<file path="src/rtl/adc_spi_sampler_pkg.sv">
//==============================================================================
// Module      : adc_pkg
// Description : Shared types and constants for the MCP3204-style SPI sampler.
// Revision    : 1.0 - initial release
//==============================================================================
`default_nettype none

package adc_pkg;

  // Frame sequencing states
  typedef enum logic [1:0] {
    IDLE  = 2'd0,
    SETUP = 2'd1,
    SHIFT = 2'd2,
    DONE  = 2'd3
  } state_t;

  // Rising-edge index within a frame (1..19)
  typedef logic [4:0] edge_t;

  localparam int    SAMPLE_W        = 12;
  localparam edge_t N_EDGES         = 5'd19;
  localparam edge_t N_CMD           = 5'd5;
  localparam edge_t FIRST_DATA_EDGE = 5'd8;

  // Command bit presented to the ADC on rising edge n:
  // start, SGL/DIFF, D2 (always 0), D1, D0.
  function automatic logic cmd_bit(input edge_t n, input logic sgl,
                                   input logic [1:0] ch);
    logic b;
    case (n)
      5'd1:    b = 1'b1;
      5'd2:    b = sgl;
      5'd3:    b = 1'b0;
      5'd4:    b = ch[1];
      5'd5:    b = ch[0];
      default: b = 1'b0;
    endcase
    return b;
  endfunction

endpackage

`default_nettype wire

</file>
<file path="src/rtl/adc_spi_sampler_half_tick_gen.sv">
//==============================================================================
// Module      : half_tick_gen
// Description : Free-running divider that pulses tick once every CLK_DIV
//               cycles while enabled; held at zero when disabled so the first
//               tick after enable arrives exactly CLK_DIV cycles later.
// Revision    : 1.0 - initial release
//==============================================================================
`default_nettype none

module half_tick_gen #(
  parameter int CLK_DIV = 250
) (
  input  logic clk,
  input  logic rst,
  input  logic en,
  output logic tick
);

  localparam int            CW     = (CLK_DIV > 1) ? $clog2(CLK_DIV) : 1;
  localparam logic [CW-1:0] c_LAST = CW'(CLK_DIV - 1);

  logic [CW-1:0] r_cnt;

  // Count 0..CLK_DIV-1 while enabled; clear whenever disabled
  always_ff @(posedge clk or negedge rst) begin
    if (!rst) begin
      r_cnt <= '0;
    end else if (!en || (r_cnt == c_LAST)) begin
      r_cnt <= '0;
    end else begin
      r_cnt <= r_cnt + CW'(1);
    end
  end

  assign tick = en && (r_cnt == c_LAST);

endmodule

`default_nettype wire

</file>
<file path="src/rtl/adc_spi_sampler.sv">
//==============================================================================
// Module      : adc_spi_sampler
// Description : Runs one MCP3204-style SPI conversion frame per request and
//               returns the 12-bit result over a valid/ready handshake.
//               SCLK, CS and MOSI are all driven straight from flops.
// Revision    : 1.0 - initial release
//==============================================================================
`default_nettype none

module adc_spi_sampler
  import adc_pkg::*;
#(
  parameter int CLK_DIV      = 250,
  parameter bit SINGLE_ENDED = 1'b1,
  parameter int HOLD_HALVES  = 2
) (
  input  logic                clk,
  input  logic                rst,
  input  logic                start,
  input  logic [1:0]          ch_sel,
  output logic                busy,
  output logic [SAMPLE_W-1:0] sample,
  output logic                sample_valid,
  input  logic                sample_ready,
  output logic                CS,
  output logic                SCLK,
  output logic                MOSI,
  input  logic                MISO
);

  localparam int            HW     = (HOLD_HALVES < 1) ? 1 : $clog2(HOLD_HALVES + 1);
  localparam logic [HW-1:0] c_HOLD = HW'(HOLD_HALVES);

  state_t              r_state;
  logic                r_cs;
  logic                r_sclk;
  logic                r_mosi;
  logic                r_busy;
  logic                r_valid;
  logic [SAMPLE_W-1:0] r_sample;
  logic [SAMPLE_W-1:0] r_shift;
  logic [1:0]          r_ch;
  edge_t               r_edge;
  logic                r_tail;
  logic [HW-1:0]       r_hold;

  logic                w_tick;
  logic                w_tick_en;
  edge_t               w_next_edge;
  logic                w_hold_full;
  logic                w_hold_done;

  assign w_tick_en   = (r_state != IDLE);
  assign w_next_edge = r_edge + edge_t'(1);
  assign w_hold_full = (r_hold == c_HOLD);
  // The hold counts as expired already in the cycle whose tick completes it,
  // which keeps the start-to-start spacing at (40 + HOLD_HALVES)*CLK_DIV + 1.
  assign w_hold_done = w_hold_full || (w_tick && ((r_hold + HW'(1)) == c_HOLD));

  half_tick_gen #(
    .CLK_DIV (CLK_DIV)
  ) u_half_tick (
    .clk  (clk),
    .rst  (rst),
    .en   (w_tick_en),
    .tick (w_tick)
  );

  // Frame sequencer: command shift-out, data capture and result handshake
  always_ff @(posedge clk or negedge rst) begin
    if (!rst) begin
      r_state  <= IDLE;
      r_cs     <= 1'b1;
      r_sclk   <= 1'b0;
      r_mosi   <= 1'b0;
      r_busy   <= 1'b0;
      r_valid  <= 1'b0;
      r_sample <= '0;
      r_shift  <= '0;
      r_ch     <= 2'b00;
      r_edge   <= '0;
      r_tail   <= 1'b0;
      r_hold   <= '0;
    end else begin
      case (r_state)
        IDLE: begin
          r_cs   <= 1'b1;
          r_sclk <= 1'b0;
          r_mosi <= 1'b0;
          if (start) begin
            r_ch    <= ch_sel;
            r_busy  <= 1'b1;
            r_cs    <= 1'b0;
            r_mosi  <= cmd_bit(edge_t'(1), SINGLE_ENDED, ch_sel);
            r_shift <= '0;
            r_edge  <= '0;
            r_tail  <= 1'b0;
            r_hold  <= '0;
            r_state <= SETUP;
          end
        end

        SETUP: begin
          // CS-to-first-edge setup time is one full half-period
          if (w_tick) begin
            r_sclk  <= 1'b1;
            r_edge  <= edge_t'(1);
            r_state <= SHIFT;
          end
        end

        SHIFT: begin
          if (w_tick) begin
            if (r_tail) begin
              // Trailing half-period after the last falling edge is over
              r_cs     <= 1'b1;
              r_sample <= r_shift;
              r_valid  <= 1'b1;
              r_tail   <= 1'b0;
              r_hold   <= '0;
              r_state  <= DONE;
            end else if (r_sclk) begin
              // Falling edge: only place MOSI may change
              r_sclk <= 1'b0;
              r_mosi <= (w_next_edge <= N_CMD) ?
                        cmd_bit(w_next_edge, SINGLE_ENDED, r_ch) : 1'b0;
            end else if (r_edge == N_EDGES) begin
              r_tail <= 1'b1;
            end else begin
              // Rising edge: capture data bits MSB first
              r_sclk <= 1'b1;
              r_edge <= w_next_edge;
              if (w_next_edge >= FIRST_DATA_EDGE) begin
                r_shift <= {r_shift[SAMPLE_W-2:0], MISO};
              end
            end
          end
        end

        DONE: begin
          r_cs <= 1'b1;
          if (r_valid && sample_ready) begin
            r_valid <= 1'b0;
          end
          if (w_tick && !w_hold_full) begin
            r_hold <= r_hold + HW'(1);
          end
          if (!r_valid && w_hold_done) begin
            r_busy  <= 1'b0;
            r_state <= IDLE;
          end
        end

        default: begin
          r_state <= IDLE;
          r_cs    <= 1'b1;
          r_sclk  <= 1'b0;
          r_mosi  <= 1'b0;
          r_busy  <= 1'b0;
        end
      endcase
    end
  end

  assign busy         = r_busy;
  assign sample       = r_sample;
  assign sample_valid = r_valid;
  assign CS           = r_cs;
  assign SCLK         = r_sclk;
  assign MOSI         = r_mosi;

endmodule

`default_nettype wire

</file>
<file path="config.mk">
export PLATFORM = sky130hd
export DESIGN_NAME = adc_spi_sampler
export DESIGN_NICKNAME = d
export VERILOG_FILES = /design/src/rtl/adc_spi_sampler_pkg.sv /design/src/rtl/adc_spi_sampler_half_tick_gen.sv /design/src/rtl/adc_spi_sampler.sv
export SDC_FILE = /design/constraint.sdc
export NUM_CORES = 1
export LEC_CHECK = 0
export CAP_MARGIN = 20
export CORE_ASPECT_RATIO = 1.25
export CORE_MARGIN = 2
export CORE_UTILIZATION = 50
export CTS_CLUSTER_DIAMETER = 80
export DETAILED_ROUTE_END_ITERATION = 16
export PLACE_DENSITY = 0.71
export SLEW_MARGIN = 20
export SYNTH_ARGS = -nofsm -noshare
export SYNTH_HDL_FRONTEND = slang
export SYNTH_SLANG_ARGS = --single-unit
</file>
<file path="constraint.sdc">
create_clock -name clk -period 5.1 [get_ports clk]
set_input_delay 1.02 -clock clk [delete_from_list [all_inputs] [get_ports clk]]
set_output_delay 1.02 -clock clk [all_outputs]
set_load 0.05 [all_outputs]
</file>
==> impl_metrics.tcl, run 1 <==
set metrics [dict create \
    critPathBufInv 1 \
    antennaDiodeCount 0 \
    htree_levels 2 \
    final.period_utilization_pct 52.73 \
    die-area_um2 5804 \
    grt_antenna_before_repair 0 \
    io_buffers 23 \
    hold_viol 0 \
    drtAntennaViolNets 0 \
    cp_slowest_cell "clkdlybuf4s50_1" \
    clockBufferDepth 2 \
    crit_type "register to output port" \
    p_leak_nw 1.323 \
    hp-class "register to register" \
    grt_pass1_vias 1889 \
    rsz0062_at_grt "false" \
    ys_seq_area_share_pct 47.14 \
    layout_common_cells "dfrtp_1, nand2_1, o21ai_0" \
    synth_edf_count 0 \
    post_cts_buffers 0 \
    vias 1904 \
    min_from "u_half_tick.r_cnt[0]" \
    fp.dieH_um 84.68 \
    start_kind "register" \
    skew_ps 6.402 \
    cts_tree "yes" \
    grt_max_degree 50 \
    required_ps 4080 \
    synth_nets 279 \
    ys_warn_count 0 \
    cap_violations 0 \
    synthCells 258 \
    power.density_nw_per_um2 232.7 \
    grt_overflow 0 \
    vias_per_cell 5.600 \
    hpwl_um 3612 \
    async_reset_ff_share_pct 100.0 \
    arrival_ps 1670 \
    syn_area_um2 2604 \
    final_nets 298 \
    cts_buffers 5 \
    final-setup-viol-count 0 \
    cp_top_family "buffers and inverters" \
    path_max_fanout 8 \
    tightest_slew_ps 671.0 \
    slew-limit-headroom_pct 55.23 \
    dp.cells 332 \
    cp-startpoint "SCLK" \
    drive_gt1_share_pct 11.87 \
    grt_pass1_wl_um 8480 \
    final_util_pct 59.14 \
    cts_hold_buffers 0 \
    fin_tns_setup_ps 0 \
    fin_cells 340 \
    clock_latency_ps 300 \
    post-route-drc-count 0 \
    cts-resized-gates 0 \
    gp_congestion 0.8540 \
    clkTransAtPathRegs_ps 90 \
    wl_um 4948 \
    detail_route.wl_per_cell_um 14.55 \
    synth.distinct_cells 48 \
    critPathCaptureType "output port" \
    min_period_ps 2689 \
    vdd_ir_drop_max_uv 104.1 \
    clockRootBuffer "clkbuf_8" \
    worstPathCellList "clkdlybuf4s50_1" \
    drt-initial-drc-count 89 \
    synthFlopType "dfrtp_1" \
    outcome "finished, final reports clean" \
    power_w 0.0006941 \
    first_pass_iters 5 \
    cts.sinks 49 \
    num_rows 29 \
    max_freq_ghz 0.3718 \
    initial_core_util_pct 51.62 \
    fp.coreArea_um2 5044 \
    rr_startpoint "r_state[0]" \
    final_common_cell "dfrtp_1" \
    syn_avg_cell_area_um2 10.09 \
    pin_count 24 \
    cpPeakStageDelay_ps 870 \
    area_growth_pct 14.56 \
    track_usage_pct 18.99 \
    slew_violations 0 \
    dieWidth_um 68.55 \
    ys_ff_latch 49 \
]
[logic make-up (layout without fill, tap and decap cells)]
logic type	Yosys count	count (layout)	share of synthesized area, %
and+or+nand+nor	89	89	17.68
AOI/OAI and AO/OA	55	55	14.51
DFF	49	49	47.14
buffers and inverters	26	46	3.988
muxes	18	18	7.593
adders and majority gates	14	14	6.728
xor gates and xnor gates	7	7	2.355
[final timing paths]
| path | endpoint | slack [ps] | depth (start not counted) |
|---|---|---|---|
| worst max-delay path | SCLK | 2410 | 1 |
| worst min-delay path | u_half_tick.r_cnt[0] | 490 | 1 |
| worst max register to register | r_shift[11] | 2530 | 6 |
| worst min register to register | u_half_tick.r_cnt[0] | 490 | 1 |
| max in group asynchronous | r_state[0] | 3880 | 2 |
| min in group asynchronous | r_ch[0] | 800 | 2 |
[layout make-up]
cell class | count | area (um2)
multi-input cells | 183 | 1272
inverters | 14 | 52.55
fillers | 444 | 2061
flip-flops and latches | 49 | 1227
repair buffers | 24 | 232.7
clock buffers | 6 | 82.58
clock inverters | 2 | 37.54
well taps | 62 | 77.57
[registers in the layout, summed over array words and instances (netlist names), 2 cells and up]
signal             count
r_ch                   2
r_edge                 5
u_half_tick.r_cnt      8
r_shift               12
r_hold                 2
sample                12
r_state                2
[synthesized netlist by cell type (3+ instances only)]
master    number  share of area (%)
dfrtp_1       48                 46
nand2_1       38                5.5
o21ai_0       24                4.6
nor2_1        16                2.3
ha_1          14                6.7
inv_1         14                2.0
mux2_2        14                6.1
nand3_1       10                1.9
a21oi_1        9                1.7
clkbuf_1       7                1.0
nand2b_1       6                1.4
buf_2          4               0.77
mux2i_1        4                1.5
xnor2_1        4                1.3
o31ai_1        3               0.86
xor2_1         3                1.0
[metrics by stage]
| stage | hold slack [ps] | cell area [um2] | worst slack (ps) |
|---|---|---|---|
| 2_1_floorplan | 453.5 | 2604 | 3150 |
| 3_3_place_gp | 477.0 | 2863 | 2576 |
| 3_5_place_dp | 484.7 | 2863 | 2517 |
| 4_1_cts | 497.9 | 2983 | 2404 |
| 5_1_grt | 526.6 | 2983 | 2222 |
| 6_report | 493.2 | 2983 | 2411 |
[layer usage]
| metal | part of all wire, % | track usage (%) |
|---|---|---|
| met1 | 44 | 22.74 |
| met2 | 51 | 32.69 |
| met5 | 0 | 0 |
| met3 | 3.0 | 4.290 |
| met4 | 1.7 | 6.182 |
[power by group]
| group | switching [W] | total [W] | leakage [nW] | internal, W |
|---|---|---|---|---|
| clock network | 0.000132 | 0.000292 | 0.0574 | 0.000160 |
| registers | 0 | 0.000388 | 0.568 | 0.000388 |
| logic | 0.00000935 | 0.0000139 | 0.698 | 0.00000455 |
No activity file was read; power rests on OpenSTA's default activity.
==> inputs of run 2 (changes only) <==
- clock period: 5.1 -> 2.66 ns (I/O delays scaled with it)
==> impl_metrics.tcl, run 2 (synthesized netlist as in run 1, its figures left out) <==
set metrics [dict create \
    area_growth_pct 15.43 \
    gp_congestion 0.8047 \
    fin_tns_setup_ps 0 \
    hold-worst-slack_ps 109.9 \
    skew_ps 9.454 \
    fp.dieH_um 84.68 \
    die-area_um2 5804 \
    clockRootBuffer "clkbuf_8" \
    antennaDiodeCount 0 \
    final_nets 301 \
    grt_max_degree 37 \
    tightest_slew_ps 570.1 \
    clkTransAtPathRegs_ps 90 \
    detail_route.wl_per_cell_um 14.47 \
    post_cts_buffers 0 \
    vias_per_cell 5.563 \
    grt_antenna_before_repair 0 \
    hpwl_um 3715 \
    track_usage_pct 19.42 \
    layout_common_cells "dfrtp_1, nand2_1, o21ai_0" \
    slew-limit-headroom_pct 61.99 \
    critPathCaptureType "register" \
    slew_violations 0 \
    cts.sinks 49 \
    clock_latency_ps 300 \
    htree_levels 2 \
    grt_pass1_wl_um 8707 \
    rsz0062_at_grt "false" \
    fin_cells 343 \
    hp-class "primary input to async pin" \
    grt_pass1_vias 1979 \
    dieWidth_um 68.55 \
    final.period_utilization_pct 84.43 \
    p_leak_nw 1.338 \
    fp.coreArea_um2 5044 \
    cts-resized-gates 0 \
    path_max_fanout 14 \
    cts_hold_buffers 0 \
    cap_violations 0 \
    power.density_nw_per_um2 439.2 \
    start_kind "register" \
    fillers 438 \
    first_pass_iters 4 \
    drtAntennaViolNets 0 \
    min_period_ps 2246 \
    final-setup-viol-count 0 \
    pin_count 24 \
    final_common_cell "dfrtp_1" \
    io_buffers 23 \
    crit_type "register to register" \
    outcome "finished, final reports clean" \
    grt_overflow 0 \
    clockBufferDepth 2 \
    cts_buffers 5 \
    initial_core_util_pct 51.62 \
    cts_tree "yes" \
    drive_gt1_share_pct 12.81 \
    arrival_ps 2450 \
    post-route-drc-count 0 \
    num_rows 29 \
    vias 1908 \
    required_ps 2860 \
    wl_um 4962 \
    dp.cells 335 \
    vdd_ir_drop_max_uv 306.7 \
    hold_viol 0 \
    max_freq_ghz 0.4453 \
    drt-initial-drc-count 135 \
]
run 2: changes by cell type in the layout (fill, tap and decap cells not counted), sizes merged:
cell	delta
buf	+3
run 2: final cells by class:
class,count,area [um2],share of cell area (%)
clock inverters,2,37.54,1.249
repair buffers,27,255.2,8.493
multi-input cells,183,1272,42.34
clock buffers,6,82.58,2.748
flip-flops and latches,49,1227,40.84
inverters,14,52.55,1.749
well taps,62,77.57,2.581
run 2: per-stage QoR:
step / setup WS (ps) / power (W) / utilization, % / cell area, um2
floorplan: 710.3 / 0.0007613 / - / 2604
global placement: 493.8 / 0.0007870 / 57.21 / 2885
detailed placement: 446.7 / 0.0007870 / 57.21 / 2885
CTS: 426.4 / 0.001333 / 59.59 / 3005
global route: 297.3 / 0.001375 / 59.59 / 3005
finish: 414.1 / 0.001320 / 59.59 / 3005
run 2: critical path, cell delays in order, from the launching register on:
cell and delay [ps]:
dfrtp_1 410, inv_1 110, ha_1 410, or4_4 660
o21ai_0 190, nand2_1 110, a22o_1 250
run 2: worst paths after layout:
| path | start | end | slack, ps | cells after the start |
|---|---|---|---|---|
| min reg2reg | u_half_tick.r_cnt[0] | u_half_tick.r_cnt[0] | 500 | 1 |
| max reg2reg | r_state[0] | r_edge[4] | 410 | 6 |
| min | rst | r_edge[1] | 110 | 1 |
| max | r_state[0] | r_edge[4] | 410 | 6 |
| min in group clk | u_half_tick.r_cnt[0] | u_half_tick.r_cnt[0] | 500 | 1 |
| max in group asynchronous | rst | CS | 1770 | 2 |
run 2: per-layer routing:
| layer | GRT usage (%) | wire, um | vias to the layer above |
|---|---|---|---|
| met3 | 3.753 | 131 | 6 |
| met1 | 23.57 | 2206 | 933 |
| li1 | - | - | 938 |
| met4 | 6.182 | 67 | 0 |
| met5 | 0 | 0 | - |
| met2 | 33.57 | 2557 | 31 |
run 2: power by group:
part / internal (W) / switching, W
Combinational: 0.00000875 / 0.0000182
Clock: 0.000306 / 0.000243
Sequential: 0.000744 / 0
